File: config.mk
export PLATFORM = sky130hd
export DESIGN_NAME = uart_tx
export DESIGN_NICKNAME = d
export VERILOG_FILES = /design/src/rtl/uart_tx.sv
export SDC_FILE = /design/constraint.sdc
export NUM_CORES = 1
export LEC_CHECK = 0
export BUFFER_PORTS_ARGS = -buffer_cell sky130_fd_sc_hd__buf_2
export CAP_MARGIN = 15
export CORE_ASPECT_RATIO = 1.1
export CORE_MARGIN = 8
export CORE_UTILIZATION = 48
export CTS_BUF_LIST = sky130_fd_sc_hd__clkbuf_8 sky130_fd_sc_hd__clkbuf_16
export DETAILED_ROUTE_END_ITERATION = 7
export HOLD_SLACK_MARGIN = 0.08
export PLACE_DENSITY_LB_ADDON = 0.1
export SLEW_MARGIN = 25
export SYNTH_ARGS = -nofsm -noshare
export SYNTH_HDL_FRONTEND = slang
export SYNTH_SLANG_ARGS = --single-unit
File: constraint.sdc
create_clock -name CLK -period 1.5 [get_ports CLK]
set_input_delay 0 -clock CLK [delete_from_list [all_inputs] [get_ports CLK]]
set_output_delay 0 -clock CLK [all_outputs]
set_load 0.005 [all_outputs]
File: src/rtl/uart_tx.sv
// uart_tx: serialises one byte per handshake as start, 8 data bits LSB first, optional even parity, 1-2 stop bits.
// Latency: tx drops to the start level on the edge after the handshake; a frame lasts P_CLKS_PER_BIT*(9+parity+stops) cycles.
// Backpressure: ready is high only while idle; valid is ignored for the whole frame, including while done pulses.
module uart_tx #(
  parameter int P_CLKS_PER_BIT = 16,
  parameter int P_PARITY_EN    = 0,
  parameter int P_STOP_BITS    = 1
) (
  input  logic       CLK,
  input  logic       RST,
  input  logic [7:0] data_in,
  input  logic       valid,
  output logic       ready,
  output logic       tx,
  output logic       busy,
  output logic       done
);

  typedef enum logic [2:0] {
    S_IDLE   = 3'd0,
    S_START  = 3'd1,
    S_DATA   = 3'd2,
    S_PARITY = 3'd3,
    S_STOP   = 3'd4
  } state_t;

  // A counter of width 1 still covers the smallest legal bit time of 2 cycles.
  localparam int              CNT_W     = (P_CLKS_PER_BIT > 1) ? $clog2(P_CLKS_PER_BIT) : 1;
  localparam logic [CNT_W-1:0] CNT_LAST = CNT_W'(P_CLKS_PER_BIT - 1);
  // Stop-bit index at which the frame ends (0 for one stop bit, 1 for two).
  localparam logic             STOP_LAST = (P_STOP_BITS == 2);

  state_t           state_q, state_d;
  logic [CNT_W-1:0] cnt_q, cnt_d;
  logic [2:0]       idx_q, idx_d;
  logic [7:0]       shift_q, shift_d;
  logic             stop_q, stop_d;
  logic             tx_q, tx_d;
  logic             bit_end;

  assign bit_end = (cnt_q == CNT_LAST);

  // State and datapath registers; reset forces the line idle immediately.
  always_ff @(posedge CLK or posedge RST) begin
    if (RST) begin
      state_q <= S_IDLE;
      cnt_q   <= '0;
      idx_q   <= '0;
      shift_q <= '0;
      stop_q  <= 1'b0;
      tx_q    <= 1'b1;
    end else begin
      state_q <= state_d;
      cnt_q   <= cnt_d;
      idx_q   <= idx_d;
      shift_q <= shift_d;
      stop_q  <= stop_d;
      tx_q    <= tx_d;
    end
  end

  // Next-state logic; tx_d is the line level of the cycle the next state begins.
  // The shift register rotates rather than shifts, so after eight bits it
  // holds the original byte again and its XOR is the parity bit.
  always_comb begin
    state_d = state_q;
    cnt_d   = '0;
    idx_d   = idx_q;
    shift_d = shift_q;
    stop_d  = stop_q;
    tx_d    = tx_q;

    case (state_q)
      S_IDLE: begin
        tx_d = 1'b1;
        if (valid) begin
          shift_d = data_in;
          idx_d   = '0;
          stop_d  = 1'b0;
          state_d = S_START;
          tx_d    = 1'b0;
        end
      end

      S_START: begin
        if (bit_end) begin
          state_d = S_DATA;
          tx_d    = shift_q[0];
        end else begin
          cnt_d = cnt_q + 1'b1;
        end
      end

      S_DATA: begin
        if (bit_end) begin
          shift_d = {shift_q[0], shift_q[7:1]};
          if (idx_q == 3'd7) begin
            idx_d = '0;
            if (P_PARITY_EN != 0) begin
              state_d = S_PARITY;
              tx_d    = ^shift_q;
            end else begin
              state_d = S_STOP;
              tx_d    = 1'b1;
            end
          end else begin
            idx_d = idx_q + 3'd1;
            tx_d  = shift_q[1];
          end
        end else begin
          cnt_d = cnt_q + 1'b1;
        end
      end

      S_PARITY: begin
        if (bit_end) begin
          state_d = S_STOP;
          tx_d    = 1'b1;
        end else begin
          cnt_d = cnt_q + 1'b1;
        end
      end

      S_STOP: begin
        tx_d = 1'b1;
        if (bit_end) begin
          if (stop_q == STOP_LAST) begin
            state_d = S_IDLE;
            stop_d  = 1'b0;
          end else begin
            stop_d = 1'b1;
          end
        end else begin
          cnt_d = cnt_q + 1'b1;
        end
      end

      default: begin
        state_d = S_IDLE;
        tx_d    = 1'b1;
      end
    endcase
  end

  assign ready = (state_q == S_IDLE);
  assign busy  = ~ready;
  assign tx    = tx_q;
  assign done  = (state_q == S_STOP) && bit_end && (stop_q == STOP_LAST);

endmodule

Yosys cells after proc, flatten, opt, wreduce, memory -nomap -nowiden. Cells that the tools add are included.

Magnitude comparators: 0. Eq/ne operators: 13. Reduce and logical (&&, ||, !) cells: 10. Div/mod/pow operators: 0. Shifts and indexed selects: 0. Add/sub/neg operators: 2. Bitwise operators: 2. Multiply operators: 0. Mux-type cells: 27.

Operators by type and width (count): $mux 3 (10); $mux 8 (2); $pmux 8 s2 (1); $pmux 3 s5 (1); $ne 2x2->1 const B (7); $reduce_and 3->1 (3); $mux 1 (8); $mux 4 (2); $reduce_and 7->1 (1); $eq 3x2->1 const B (2); $eq 3x3->1 const B (2); $pmux 3 s2 (1); $add 4x1->4 const B (1); $eq 4x4->1 const B (1); $pmux 1 s4 (1); $reduce_bool 2->1 (2); $reduce_or 4->1 (1); $add 3x1->3 const B (1); $eq 3x1->1 const B (1); $logic_not 3->1 (1); $logic_and 1x1->1 (2); $not 1->1 (2); $pmux 1 s2 (1).

Register bits: 20. Memories: 0. Logic and storage cells: 60. Memory bits (read-only): 0. Bits in writable memories: 0. Bits in latches: 0.

Logic depth before layout (Yosys ltp).
Depth in word-level cells: 4. Mapped depth: 6. Mapped depth without buffers: 5.

Worst setup path before layout. No wires, ideal clock.

Path kind: reg-to-reg. Start: register state_q[2]. End: register shift_q[0]. Setup time: 0.123 ns. Setup slack: -0.107 ns. Buffers on the path: 2. Cell stages (with the launch flop): 6. Arrival: 1.484 ns. Required time: 1.377 ns. Clock period less this slack: 1.607 ns. Cell sequence: dfrtp_1 -> buf_6 -> or3b_4 -> or2_1 -> buf_6 -> o221a_1.

Word-level cells in the longest chain between the ends: 3. Elaborated cells on any way between the ends: 7. Classes of those cells: 3 x eq/ne; 1 x mux; 3 x reduce/logical.

RTL lines: start: declaration (line 33) `state_t state_q, state_d;`; start signal: assignment (line 53) `state_q <= state_d;`; $eq 3x2->1 / $logic_not 3->1 (equally long branches) (line 73) `case (state_q)`; $ne 2x2->1 (no line) / $reduce_bool 2->1 (equally long branches); $reduce_and 3->1 (no line); end signal: assignment (line 56) `shift_q <= shift_d;`; end: declaration (line 36) `logic [7:0] shift_q, shift_d;`.

Parallel ways exist; a longest one is shown, timed or not. A chain may end at the register's enable or synchronous reset.

Final worst setup path.
Start: register state_q[1]. End: register shift_q[6].

Same word-level chain as after synthesis.

==> qor.yml <==
antenna_found_initial: 0
syn_avg_cell_area_um2: 10.9
drive_above_1_share: 0.419
leakagePower_nw: 0.565
synth_top_area_cell: "dfrtp_1"
cp-end-kind: "flip-flop"
cts.sinks: 19
syn_inst: 90
die_h_um: 63.5
final_net_count: 139
worstMarginPinSlew_ns: 0.705
core_um2: 1980
syn_to_final_growth_pct: 34.3
antennaDiodeCount: 0
rows: 17
hpwlAfterDp_um: 1510
synth_top_area_frac: 0.457
critical_path_class: "reg2reg"
die_w_um: 59.2
drcViolationCount: 0
timing.setup.tns_ns: -0.00180
rsz0062_at_grt: "true"
drtIter0Drc: 5
yosys_register_bits: 19
finalCriticalPeriod_ns: 1.50
ys_top_cells_by_area: "dfrtp_1, o221a_1, nand2b_1"
maxSlewHeadroom: 0.530
synth_seq_area_share: 0.484
min_path_type: "in2reg"
clk_pin_slew_worst_paths_ns: 0.07
hold_ws_ns: 0.0847
fmax_mhz: 666
grt_pass1_vias: 841
peakVddDrop_mv: 0.880
postRouteAntennaNets: 0
overflow: 0
synth_warnings: 0
wl_per_cell_um: 13.4
start_util: 0.498
violations: "setup timing"
cp-start-kind: "flip-flop"
drv_cap: 0
vias: 793
total_power_mw: 2.05
syn_area_um2: 985
cp.required_ns: 1.65
seqCellArea_um2: 477
dpl_cell_area_um2: 1180
ios: 15
clk_latency_ns: 0.25
n_fill_cell: 160
grt_usage: 0.120
cts_max_level: 1
setup_slack_ns: -0.00180
ctsLongestPathBuffers: 2
finalCritPeriodShare: 1.00
crit_fanout: 11
syn_nets: 104
p_per_area_nw_per_um2: 1550
critPathArrivalTime_ns: 1.65
dieArea_um2: 3760
setup_viol_count_final: 1
grt_pass1_wl_um: 3550
cts_made_buffers: 3
finalMaxSlewViolations: 0
firstDrtPassIters: 4
ys_types: 32
via_per_inst: 5.22
fin_area_um2: 1320
multiInputGateArea_um2: 518
grt_max_degree: 20
finalHoldViolations: 0
place.gp.congestion: 0.810
cts_tree: "built"
port_buffers: 14
status: "complete, but fails checks"
finalClockSkew_ns: 0.00246
utilization: 0.669
cts_root_buf: "clkbuf_8"
r2r_slack_ns: -0.002
wirelength_um: 2030
-- power by group --
group / leakage [nW] / total [mW] / switching, mW / internal (mW)
registers: 0.226 / 0.886 / 0.156 / 0.729
logic: 0.313 / 0.812 / 0.346 / 0.466
clock network: 0.0269 / 0.350 / 0.168 / 0.182
-- final cells by class --
cell class                      instances  share of cell area
Multi-Input combinational cell         62               0.392
Sequential cell                        19               0.360
Timing Repair Buffer                   34               0.173
Clock buffer                            3              0.0312
Tap cell                               28              0.0265
Inverter                                5              0.0142
Clock inverter                          1             0.00284
-- cells in the final DEF (no fill, tap or decap), types with 2 or more instances in the layout --
master         synthesis  layout
dfrtp_1               18      18
buf_4                  0      17
buf_2                  1      14
nand2b_1              10      10
o221a_1                7       7
inv_1                  5       6
nor2_1                 7       5
o21ai_0                6       5
a21oi_1                4       4
o211ai_1               3       3
clkbuf_8               0       3
and3_1                 2       2
or2_4                  0       2
or4b_4                 1       2
nand2_1                2       2
ha_2                   0       2
dlygate4sd3_1          0       2
-- kinds of logic after synthesis --
logic type | after synthesis | share of synthesized area
xor+xnor | 1 | 0.00890
compound gates | 26 | 0.203
simple gates | 32 | 0.215
flops | 19 | 0.484
fa+ha+maj | 3 | 0.0381
buf+inv | 9 | 0.0508
-- layer usage --
layer  up-vias  share of wire  GRT usage
met3         4          0.034     0.0304
met2        14           0.50      0.207
met4         0          0.014     0.0539
met1       377           0.45      0.130
li1        398              -          -
met5         -              0          0
-- worst paths after layout --
kind                                 start    endpoint  cells after the start
worst max-delay path            state_q[1]  shift_q[6]                      3
worst min-delay path            data_in[6]  shift_q[6]                      3
worst max register to register  state_q[1]  shift_q[6]                      3
worst min register to register    cnt_q[0]    cnt_q[0]                      2
max in group asynchronous              RST  shift_q[1]                      3
min in group asynchronous              RST  state_q[1]                      3
-- registers in the layout (all words and copies together), names as in the netlist --
signal   count
idx_q        3
tx           1
state_q      3
shift_q      8
cnt_q        4
-- critical path, cell delays in order (launching register included) --
cell and delay, ns:
dfrtp_1 0.42, or3b_4 0.41, or2_4 0.29, o221a_2 0.27
-- what timing repair did --
item	CTS	global route
gates resized for setup	10	6
setup endpoints to repair	11	12
hold endpoints to repair	19	0
buffers inserted	2	0
hold buffers	2	0
pin swaps	3	5
-- stage by stage --
step           worst slack [ns]  instances
2_1_floorplan            -0.104         90
3_3_place_gp            -0.0799        144
3_5_place_dp            -0.0826        144
4_1_cts                0.000280        152
5_1_grt                 -0.0502        152
6_report               -0.00180        152
-- cell usage after synthesis --
library cell and n:
buf_2 1, o21ai_0 6, dfstp_2 1, a21oi_1 4, nor3_1 1, xnor2_1 1, nand2b_1 10, or2_1 1
nor4b_2 1, nand2_1 2, nand4b_1 1, or4b_2 1, a22oi_1 1, nor4b_1 1, or4b_4 1, nor2_1 7
a31oi_1 1, nand3_2 1, or2_2 1, o221a_2 1, buf_6 2, nand3b_1 1, dfrtp_1 18, o221a_1 7
o31ai_1 2, o211ai_1 3, o21ai_2 1, clkbuf_1 1, and3_1 2, inv_1 5, or3b_4 1, ha_1 3
No activity file was read; power rests on OpenSTA's default activity.
